File: src/rtl/jzjpcc_writeback_pkg.sv
// Shared types and helpers for the writeback stage: load funct3 encodings,
// rd_source selector values and access-size decode.
package jzjpcc_writeback_pkg;

    typedef enum logic [2:0] {
        F3_LB  = 3'b000,
        F3_LH  = 3'b001,
        F3_LW  = 3'b010,
        F3_LD  = 3'b011,
        F3_LBU = 3'b100,
        F3_LHU = 3'b101,
        F3_LWU = 3'b110
    } load_funct3_e;

    localparam logic RD_SRC_ALU  = 1'b0;
    localparam logic RD_SRC_LOAD = 1'b1;

    localparam int unsigned SIZE_W = 4;

    // Access size in bytes; 0 marks an encoding that is never a load.
    function automatic logic [SIZE_W-1:0] size_bytes(input logic [2:0] funct3);
        logic [SIZE_W-1:0] size;
        case (funct3)
            F3_LB, F3_LBU: size = SIZE_W'(1);
            F3_LH, F3_LHU: size = SIZE_W'(2);
            F3_LW, F3_LWU: size = SIZE_W'(4);
            F3_LD:         size = SIZE_W'(8);
            default:       size = '0;
        endcase
        return size;
    endfunction

    function automatic logic is_signed_load(input logic [2:0] funct3);
        return !funct3[2];
    endfunction

endpackage

File: src/rtl/jzjpcc_load_align.sv
// Combinational load extraction: shifts the raw memory word down to the
// lowest accessed lane, sign/zero-extends it and flags malformed accesses.
module jzjpcc_load_align
    import jzjpcc_writeback_pkg::*;
#(
    parameter int unsigned XLEN = 32
) (
    input  logic [XLEN-1:0]   memory_out,
    input  logic [XLEN/8-1:0] mem_byte_mask,
    input  logic [2:0]        funct3,
    output logic [XLEN-1:0]   load_data,
    output logic              fault
);

    localparam int unsigned NB    = XLEN / 8;
    localparam int unsigned OFF_W = $clog2(NB);
    localparam int unsigned CNT_W = $clog2(NB + 1);

    logic [OFF_W-1:0]  offset;
    logic [CNT_W-1:0]  popcnt;
    logic [NB-1:0]     run;
    logic [XLEN-1:0]   shifted;
    logic [SIZE_W-1:0] size;
    logic              legal;
    logic              contiguous;
    logic              aligned;
    logic              size_match;

    // Scan downwards so the last hit is the lowest set lane.
    always_comb begin
        offset = '0;
        popcnt = '0;
        for (int i = NB - 1; i >= 0; i--) begin
            if (mem_byte_mask[i]) begin
                offset = OFF_W'(i);
                popcnt = popcnt + CNT_W'(1);
            end
        end
    end

    // After removing trailing zeros a contiguous mask is 2^k-1.
    assign run        = mem_byte_mask >> offset;
    assign contiguous = ((run & (run + NB'(1))) == '0);

    assign size       = size_bytes(funct3);
    assign size_match = (SIZE_W'(popcnt) == size);
    assign aligned    = ((SIZE_W'(offset) & (size - SIZE_W'(1))) == '0);

    always_comb begin
        legal = 1'b1;
        case (funct3)
            F3_LD, F3_LWU: legal = (XLEN == 64);
            3'b111:        legal = 1'b0;
            default:       legal = 1'b1;
        endcase
    end

    assign fault = (mem_byte_mask == '0) || !legal || !contiguous
                   || !size_match || !aligned;

    assign shifted = memory_out >> {offset, 3'b000};

    always_comb begin
        load_data = shifted;
        case (funct3)
            F3_LB:   load_data = XLEN'($signed(shifted[7:0]));
            F3_LH:   load_data = XLEN'($signed(shifted[15:0]));
            F3_LW:   load_data = XLEN'($signed(shifted[31:0]));
            F3_LBU:  load_data = XLEN'(shifted[7:0]);
            F3_LHU:  load_data = XLEN'(shifted[15:0]);
            F3_LWU:  load_data = XLEN'(shifted[31:0]);
            default: load_data = shifted;
        endcase
    end

endmodule

File: src/rtl/jzjpcc_writeback_unit.sv
// Writeback stage: registers the selected ALU/load result for the register
// file, mirrors it on the forwarding port, counts retirements, flags bad loads.
module jzjpcc_writeback_unit
    import jzjpcc_writeback_pkg::*;
#(
    parameter int unsigned XLEN         = 32,
    parameter int unsigned REG_ADDR_W   = 5,
    parameter int unsigned RETIRE_CNT_W = 64
) (
    input  logic                    clock,
    input  logic                    reset,
    input  logic                    in_valid,
    output logic                    in_ready,
    input  logic                    hold,
    input  logic [REG_ADDR_W-1:0]   rd_addr,
    input  logic                    rd_write_enable,
    input  logic                    rd_source,
    input  logic [XLEN-1:0]         memory_out,
    input  logic [XLEN-1:0]         alu_result,
    input  logic [2:0]              funct3,
    input  logic [XLEN/8-1:0]       mem_byte_mask,
    output logic [REG_ADDR_W-1:0]   rf_rd_addr,
    output logic [XLEN-1:0]         rf_rd_data,
    output logic                    rf_write_enable,
    output logic                    fwd_valid,
    output logic [REG_ADDR_W-1:0]   fwd_addr,
    output logic [XLEN-1:0]         fwd_data,
    output logic [RETIRE_CNT_W-1:0] retired_count,
    output logic                    load_fault,
    output logic                    load_fault_sticky
);

    logic [XLEN-1:0] load_data;
    logic            align_fault;
    logic            transfer;
    logic            is_fault;
    logic            next_we;
    logic [XLEN-1:0] next_data;

    jzjpcc_load_align #(
        .XLEN(XLEN)
    ) u_load_align (
        .memory_out    (memory_out),
        .mem_byte_mask (mem_byte_mask),
        .funct3        (funct3),
        .load_data     (load_data),
        .fault         (align_fault)
    );

    assign in_ready = !hold;
    assign transfer = in_valid && in_ready;
    assign is_fault = (rd_source == RD_SRC_LOAD) && align_fault;

    // A faulting load still retires but writes nothing and carries zero data.
    always_comb begin
        next_data = alu_result;
        if (is_fault) begin
            next_data = '0;
        end else if (rd_source == RD_SRC_LOAD) begin
            next_data = load_data;
        end
    end

    assign next_we = rd_write_enable && (rd_addr != '0) && !is_fault;

    // Write strobe and fault pulse live for exactly one cycle per transfer;
    // hold and idle cycles keep address/data so forwarding still sees them.
    always_ff @(posedge clock) begin
        if (reset) begin
            rf_write_enable   <= 1'b0;
            rf_rd_addr        <= '0;
            rf_rd_data        <= '0;
            retired_count     <= '0;
            load_fault        <= 1'b0;
            load_fault_sticky <= 1'b0;
        end else begin
            rf_write_enable <= 1'b0;
            load_fault      <= 1'b0;
            if (transfer) begin
                rf_write_enable <= next_we;
                rf_rd_addr      <= rd_addr;
                rf_rd_data      <= next_data;
                load_fault      <= is_fault;
                retired_count   <= retired_count + RETIRE_CNT_W'(1);
                if (is_fault) begin
                    load_fault_sticky <= 1'b1;
                end
            end
        end
    end

    assign fwd_valid = rf_write_enable;
    assign fwd_addr  = rf_rd_addr;
    assign fwd_data  = rf_rd_data;

endmodule

File: config.mk
export PLATFORM = sky130hd
export DESIGN_NAME = jzjpcc_writeback_unit
export DESIGN_NICKNAME = d
export VERILOG_FILES = /design/src/rtl/jzjpcc_writeback_pkg.sv /design/src/rtl/jzjpcc_load_align.sv /design/src/rtl/jzjpcc_writeback_unit.sv
export SDC_FILE = /design/constraint.sdc
export NUM_CORES = 1
export LEC_CHECK = 0
export BUFFER_PORTS_ARGS = -buffer_cell sky130_fd_sc_hd__buf_2
export CORE_ASPECT_RATIO = 0.75
export CORE_MARGIN = 2
export CORE_UTILIZATION = 25
export CTS_CLUSTER_DIAMETER = 60
export CTS_CLUSTER_SIZE = 16
export DETAILED_ROUTE_END_ITERATION = 7
export GPL_TIMING_DRIVEN = 0
export PLACE_DENSITY_LB_ADDON = 0.12
export SYNTH_ARGS = -nofsm -noshare
export SYNTH_HDL_FRONTEND = slang
export SYNTH_SLANG_ARGS = --single-unit
File: constraint.sdc
create_clock -name clock -period 3.15 [get_ports clock]
set_input_delay 0.4725 -clock clock [delete_from_list [all_inputs] [get_ports clock]]
set_output_delay 0.4725 -clock clock [all_outputs]
set_load 0.05 [all_outputs]
Word level (Yosys, flattened, before mapping)

Index checks and enable logic that the tools add are counted.

Flip-flop bits (word level): 104
Bits of input ports: 82
Logic and storage cells: 61

Eq/ne operators: 8
Shifts and indexed selects: 2
$add $sub $neg: 6
Bitwise gates (word level): 3
Reduce and logical (&&, ||, !) cells: 24
Multiplexer cells: 12

Operators with widths:

| cell                                                                   | count |
|---|---|
| 32-bit one-hot mux with 4 select lines                                 | 1 |
| 64-bit by 1-bit adder with 64-bit output (second input constant)       | 1 |
| 32-bit 2-to-1 mux                                                      | 2 |
| 32-bit by 5-bit >> shifter with 32-bit output                          | 1 |
| 4-bit one-hot mux with 4 select lines                                  | 1 |
| 3-bit equality test (second input constant)                            | 4 |
| 4-bit zero test                                                        | 3 |
| 3-bit 2-to-1 mux                                                       | 3 |
| 2-bit 2-to-1 mux                                                       | 4 |
| 2-bit OR reduction                                                     | 4 |
| 3-bit by 1-bit adder with 3-bit output (second input constant)         | 2 |
| 3-bit by 2-bit equality test with 1-bit output (second input constant) | 2 |
| 1-bit zero test                                                        | 5 |
| 5-bit nonzero test                                                     | 1 |
| 4-bit by 1-bit adder with 4-bit output (second input constant)         | 1 |
| 2-bit by 4-bit bitwise AND with 4-bit output                           | 1 |
| 4-bit bitwise AND                                                      | 1 |
| 3-bit by 4-bit equality test with 1-bit output                         | 1 |
| 1-bit logical AND                                                      | 4 |
| 1-bit logical OR                                                       | 4 |
| 4-bit by 2-bit >> shifter with 4-bit output                            | 1 |
| 4-bit by 1-bit subtractor with 4-bit output (second input constant)    | 1 |
| 3-bit by 1-bit equality test with 1-bit output (second input constant) | 1 |
| 3-bit zero test                                                        | 1 |
| other kinds (5)                                                        | 5 |

Longest topological paths before layout

Gate-level depths: netlist of run 1.

Depth after elaboration: 15
Gate-level depth with buffers: 11

Cells and area by module

Synthesis of run 1 repeated with hierarchy kept, for this count alone.

Cells, all modules: 754
Area total of the unflattened synthesis: 6,053.3 um^2

By module, submodules not included:

| module                | times used | cells each | area each (um^2) | sequential area each (um^2) |
|---|---|---|---|---|
| jzjpcc_writeback_unit | 1          | 586        | 5,082.4          | 2,082.0 |
| jzjpcc_load_align     | 1          | 168        | 970.9            | 0.0 |

Worst setup path after synthesis of run 1

No wires, ideal clock.

Kind: input-to-reg
Start point: input port mem_byte_mask[2]
End point: register rf_rd_data[15] (netlist: fwd_data[15])
Cell stages on the path: 10
Arrival time: 2,530 ps
Setup time: 79 ps
Setup slack: 541 ps
Cell sequence: inv_1 -> ha_1 -> xor2_1 -> ha_1 -> and3b_1 -> a41o_1 -> o22ai_1 -> nand4_1 -> clkbuf_1 -> o211ai_1

Word-level cells in the longest chain between the ends: 13

Ends and longest elaborated chain:

| what                                        | RTL line                    | RTL |
|---|---|---|
| start, declared                             | jzjpcc_writeback_unit.sv:21 | `input logic [XLEN/8-1:0] mem_byte_mask,` |
| 2-bit 2-to-1 mux (3 in a row)               | jzjpcc_load_align.sv:34     | `if (mem_byte_mask[i]) begin` |
| 4-bit by 2-bit >> shifter with 4-bit output | jzjpcc_load_align.sv:42     | `assign run = mem_byte_mask >> offset;` |
| 4-bit by 1-bit adder with 4-bit output      | jzjpcc_load_align.sv:43     | `assign contiguous = ((run & (run + NB'(1))) == '0);` |
| 4-bit bitwise AND                           | jzjpcc_load_align.sv:43     |  |
| 4-bit zero test                             | jzjpcc_load_align.sv:43     |  |
| 1-bit zero test                             | jzjpcc_load_align.sv:58     | `assign fault = (mem_byte_mask == '0) \|\| !legal \|\| !contiguous` |
| 1-bit logical OR                            | jzjpcc_load_align.sv:58     |  |
| 1-bit logical OR (2 in a row)               | jzjpcc_load_align.sv:59     | `\|\| !size_match \|\| !aligned;` |
| 1-bit logical AND                           | jzjpcc_writeback_unit.sv:52 | `assign is_fault = (rd_source == RD_SRC_LOAD) && align_fault;` |
| 32-bit 2-to-1 mux *                         | jzjpcc_writeback_unit.sv:57 | `if (is_fault) begin` |
| end signal, assigned                        | jzjpcc_writeback_unit.sv:82 | `rf_rd_data <= next_data;` |
| end, declared                               | jzjpcc_writeback_unit.sv:23 | `output logic [XLEN-1:0] rf_rd_data,` |

Every way passes the cells marked *; elsewhere a longest branch is shown, timed or not.
A chain may end at the register's enable or synchronous reset.

Worst setup path after layout of run 1

Start point: input port mem_byte_mask[2]
End point: register rf_rd_data[10] (netlist: fwd_data[10])

Same word-level chain as after synthesis.

==> run metrics, run 1 <==
crit-path cells buf_2 -> inv_1 -> ha_1 -> nor3_1 -> or4_1 -> o22ai_1 -> nand4_1 -> buf_4 -> clkbuf_1 -> o21ai_1; crit path time final 2.98 ns; vias per cell 4.96; Psw 974 µW; DIE HEIGHT 141 µm; DRT iter0 DRCs 424; clock network fraction of total power 38.1%; CTS clock-pin slew for the worst setup and hold paths 0.07 ns; Max VDD drop 0.275 mV; FFs w/ async S/R, synth 0%; worst-margin pin slew 1.27 ns; worst r2r dst retired_count[61]; GP Congestion 0.894; M1 wire length 12400 µm; initial antenna violation count 0; ranking of synthesized cells by area dfxtp_1 (33%), a21oi_1 (5.3%), buf_4 (4.6%); share of post-route cells with drive strength above 1 28.3%; wire per inst 17.7 µm; Initial Utilization 25.7%; Comb power frac 19.0%; Cells after Synth 788; Core Area 24200 µm²; Setup CP Type input pin to flop; Area growth, synth to finish 29.7%; Row Count 49; Synth top area share 33.4%; r2r setup slk 0.40 ns; Setup WS pre-CTS -0.343 ns; # diodes 0; Die ar. 26200 µm²; CP endpoint kind flop; DRT Pass-1 Iters 5; Max Used Layer met4; WL met2 9480 µm; number of synthesized register bits 104; worst-case clock buffer depth 2; Remaining DRCs 0; slew margin rel. 14.9%; Hold Startpoint rd_addr[1]; Cell Area, Synth 6230 µm²; Max Cap Viol 0; H-tree depth 3; Max Slew Vio Count 0; sequential share of the synthesized area 33.4%; Highest Clock Rate 335 MHz; Most used DFF post-synth dfxtp_1; Final Worst Setup Slack 0.166 ns; Yosys cell types 57; fin util 33.3%; vias in the first global route 6233; Final nets 1111; CTS tree yes; LEAKAGE 0.00354 µW; CP max stage delay 0.84 ns; GRT Total Usage 18.3%; Mean Syn Cell Area 7.90 µm²; clk sinks 104; syn_nets 876; largest fanout on the critical path 10; Switching Share 30.8%; quantity of gates resized following cts 0; Worst Hold End fwd_addr[1]; # fillers 2663; most frequent cells after synthesis dfxtp_1 (104), a21oi_1 (66), nand2_1 (66), nor2_1 (56), clkbuf_1 (43); TritonCTS buffer count 9; top-count cell post-synth dfxtp_1; Die W 186 µm; Hold Crit Depth 3; Setup violations, final 0; pin count of the biggest net entering global routing 17; Top delay family on crit path simple AND/OR/NAND/NOR gates; Worst Reg2Reg Path Length in Cells 7; Worst Path Buf+Inv 4; WL final 24100 µm; worst min-delay path class input pin to flop; routed vias 6737; Syn. warnings 0; WL met3 1940 µm; IO Pins 225; remaining global-route overflow 0; Pwr Density 391 nW/µm²; CP Launch Type input pin; CTS Root Cell clkbuf_16; slowest CP cell nor3_1; Seq pwr share 42.8%; dpl hpwl 18800 µm; period utilisation layout 94.7%; Setup Skew 0.00619 ns; count of input and output buffers 222; clock latency on the worst-skew pair 0.36 ns; worst reg2reg startpoint retired_count[16]; number of synthesized flops with an enable pin 0; Cell Int Power 2180 µW; Worst EP arrival 3.20 ns; status finished clean; unrepaired setup endpoints after global routing false; Post-DRT Antenna Nets 0; final hold vios 0; Synth area leader dfxtp_1; worst path required time 3.37 ns; first-pass GRT wire length 36800 µm
## worst register-to-register path, stage by stage (launching register included)
cell	delay (ns)
dfxtp_1	0.45
nand4_2	0.20
nor4_4	0.58
nand4_1	0.35
clkbuf_1	0.31
clkbuf_1	0.34
o31ai_1	0.29
a21oi_1	0.09
## cell families (layout without fill, tap and decap cells)
logic type | after synthesis | after routing | synth area share, %
XOR/XNOR | 30 | 30 | 4.22
multiplexers | 25 | 25 | 4.04
buffers and inverters | 112 | 352 | 9.12
AO/OA/AOI/OAI | 215 | 215 | 22.3
adder cells (fa/ha/maj) | 6 | 6 | 1.21
AND/OR/NAND/NOR | 296 | 296 | 25.6
flip-flops | 104 | 104 | 33.4
## sequential cells by signal (all words and copies together) (netlist names)
register	count
fwd_addr	5
load_fault_sticky	1
retired_count	64
load_fault	1
fwd_data	32
fwd_valid	1
## worst max path at each step
stage | to | startpoint | slack [ns] | cells past startpoint
4_1_cts | fwd_data[15] | mem_byte_mask[2] | 0.04 | 11
3_5_place_dp | fwd_data[15] | mem_byte_mask[2] | -0.34 | 11
2_1_floorplan | fwd_data[15] | mem_byte_mask[2] | 0.54 | 10
5_1_grt | fwd_data[16] | mem_byte_mask[2] | 0.005 | 8
3_3_place_gp | fwd_data[15] | mem_byte_mask[2] | -0.34 | 12
6_report | fwd_data[10] | mem_byte_mask[2] | 0.17 | 10
## layer usage
metal,vias up,global-route usage [%]
met1,3136,27.9
met3,12,5.27
met2,223,25.4
li1,3366,-
met4,0,3.11
met5,-,0
## power groups by stage
| stage | combinational, µW | sequential [µW] | clock, µW |
|---|---|---|---|
| final | 601 | 1350 | 1200 |
| after global placement | 600 | 1380 | 0 |
| after floorplan | 323 | 1450 | 0 |
| after CTS | 599 | 1350 | 1260 |
| after detailed placement | 598 | 1380 | 0 |
| after global routing | 647 | 1360 | 1300 |
## cell usage in the layout, fill, tap and decap left out, types with 24 or more instances in the layout
cell type  netlist  final
buf_4           38     40
o21ai_1         31     31
a21oi_1         66     66
nand3_1         33     33
mux2i_1         24     24
clkbuf_1        43     44
buf_2            4    226
nand2_1         66     66
nor2_1          56     56
nand4_1         28     28
dfxtp_1        104    104
## area by class of cell
cell class | count | area [µm²] | share of cell area [%]
Sequential cell | 104 | 2080 | 25.8
Tap cell | 331 | 414 | 5.13
Inverter | 21 | 78.8 | 0.976
Timing Repair Buffer | 224 | 1130 | 13.9
Clock inverter | 4 | 52.6 | 0.651
Buffer | 91 | 489 | 6.06
Clock buffer | 12 | 256 | 3.18
Multi-Input combinational cell | 572 | 3580 | 44.3
## what timing repair did
action | 4_1_cts | 5_1_grt
endpoints found under the hold margin | 0 | 0
hold buffers | 0 | 0
endpoints found under the setup margin | 0 | 10
setup buffers | 0 | 2
## through the flow
step | total power (µW) | std cells | hold WS (ns) | cell area [µm²] | TNS, ns
4_1_cts | 3210 | 1357 | 0.336 | 8060 | 0
3_3_place_gp | 1980 | 1341 | 0.451 | 7750 | -4.21
2_1_floorplan | 1770 | 788 | 0.609 | 6230 | 0
6_report | 3160 | 1359 | 0.358 | 8080 | 0
5_1_grt | 3310 | 1359 | 0.357 | 8080 | 0
3_5_place_dp | 1980 | 1341 | 0.453 | 7750 | -3.69
(Power assumes the default switching activity.)
==> inputs of run 2 (changes only) <==
RECOVER_POWER = 100   (was not set)
==> run metrics, run 2 (synthesis results as in run 1) <==
status finished clean; Area growth, synth to finish 26.8%; # fillers 2733; Cell Int Power 2170 µW; Setup CP Type input pin to flop; Max VDD drop 0.273 mV; Die ar. 26200 µm²; Initial Utilization 25.7%; Highest Clock Rate 332 MHz; unrepaired setup endpoints after global routing false; most frequent cells in the layout clkbuf_1 (191), dfxtp_1 (104), buf_2 (81), nand2_1 (66), a21oi_1 (66); placed cell area 7750 µm²; Power Total 3150 µW; quantity of gates resized following cts 0; CTS clock-pin slew for the worst setup and hold paths 0.07 ns; CP endpoint kind flop; Max Slew Vio Count 0; Final Worst Setup Slack 0.134 ns; final hold vios 0; WL final 24100 µm; remaining global-route overflow 0; dpl hpwl 18800 µm; first-pass GRT wire length 36800 µm; Psw 974 µW; vias in the first global route 6233; TritonCTS buffer count 9; Remaining DRCs 0; Comb power frac 18.8%; Die W 186 µm; post-route cell area 7890 µm²; Worst EP arrival 3.23 ns; Max Cap Viol 0; postcts setup bufs 0; clock network fraction of total power 38.2%; Row Count 49; share of post-route cells with drive strength above 1 14.2%; Setup violations, final 0; DRT iter0 DRCs 440; Core Area 24200 µm²; worst path required time 3.36 ns; LEAKAGE 0.00292 µW; largest fanout on the critical path 10; Setup Total Neg Slack 0 ns; CTS tree yes; worst-case clock buffer depth 2; Setup WS pre-CTS -0.343 ns; CP Launch Type input pin; initial antenna violation count 0; DIE HEIGHT 141 µm; GRT Total Usage 18.3%; wire per inst 17.7 µm; worst-margin pin slew 1.28 ns; clk sinks 104; Pwr Density 399 nW/µm²; crit path time final 3.02 ns; worst min-delay path class input pin to flop; max reg flops 64; count of input and output buffers 222; Post-DRT Antenna Nets 0; Multi-input gate area 3580 µm²; pin count of the biggest net entering global routing 17; CTS Root Cell clkbuf_16; DRT Pass-1 Iters 5; Setup Skew 0.00613 ns; FF+latch area 2080 µm²; Biggest register retired_count; GP Congestion 0.894; slew margin rel. 14.1%; Hold-fix buffers, CTS 0; IO Pins 225; vias per cell 4.99; period utilisation layout 95.7%; # diodes 0; Seq pwr share 43.0%; leading cell type in the layout, fill and taps excluded clkbuf_1; Switching Share 31.0%; Final nets 1111; H-tree depth 3; clock latency on the worst-skew pair 0.36 ns; routed vias 6777; worst hold slack 0.359 ns
## run 2: area by class of cell
class | count | area share [%]
Inverter | 21 | 0.999
Timing Repair Buffer | 224 | 12.0
Clock inverter | 4 | 0.666
Sequential cell | 104 | 26.4
Clock buffer | 12 | 3.25
Tap cell | 331 | 5.25
Multi-Input combinational cell | 572 | 45.3
Buffer | 91 | 6.20
## run 2: power groups by stage
stage	Sequential (µW)	Combinational, µW	Clock [µW]
finish	1350	591	1200
global route	1360	635	1300
CTS	1350	599	1260
detailed placement	1380	598	0
global placement	1380	600	0
floorplan	1450	323	0
## run 2: metrics by stage
| stage | cells | util [%] |
|---|---|---|
| 2_1_floorplan | 788 | - |
| 3_3_place_gp | 1341 | 32.0 |
| 3_5_place_dp | 1341 | 32.0 |
| 4_1_cts | 1357 | 33.3 |
| 5_1_grt | 1359 | 32.6 |
| 6_report | 1359 | 32.6 |
## run 2: per-layer routing
layer  wire, µm  track usage (%)  vias up  share of wire, %
met5          0                0        -                 0
met4        180             3.11        0              0.75
met3       1990             5.27       12               8.2
met2       9500             25.4      230                39
met1      12400             27.9     3166                52
li1           -                -     3369                 -
## run 2: path summary, 6_finish.rpt
check / from / to / slack (ns) / cells past startpoint
setup / recovery: mem_byte_mask[2] / fwd_data[10] / 0.13 / 10
hold / removal: rd_addr[1] / fwd_addr[1] / 0.36 / 3
setup reg to reg: retired_count[16] / retired_count[61] / 0.39 / 7
hold reg to reg: load_fault_sticky / load_fault_sticky / 0.47 / 1
## run 2: worst max-delay path, stage by stage
cell and delay [ns]:
buf_2 0.12, inv_1 0.10, ha_1 0.29, nor3_1 0.82, or4_1 0.23, o22ai_1 0.14
nand4_1 0.13, buf_4 0.16, clkbuf_1 0.54, o21ai_0 0.21
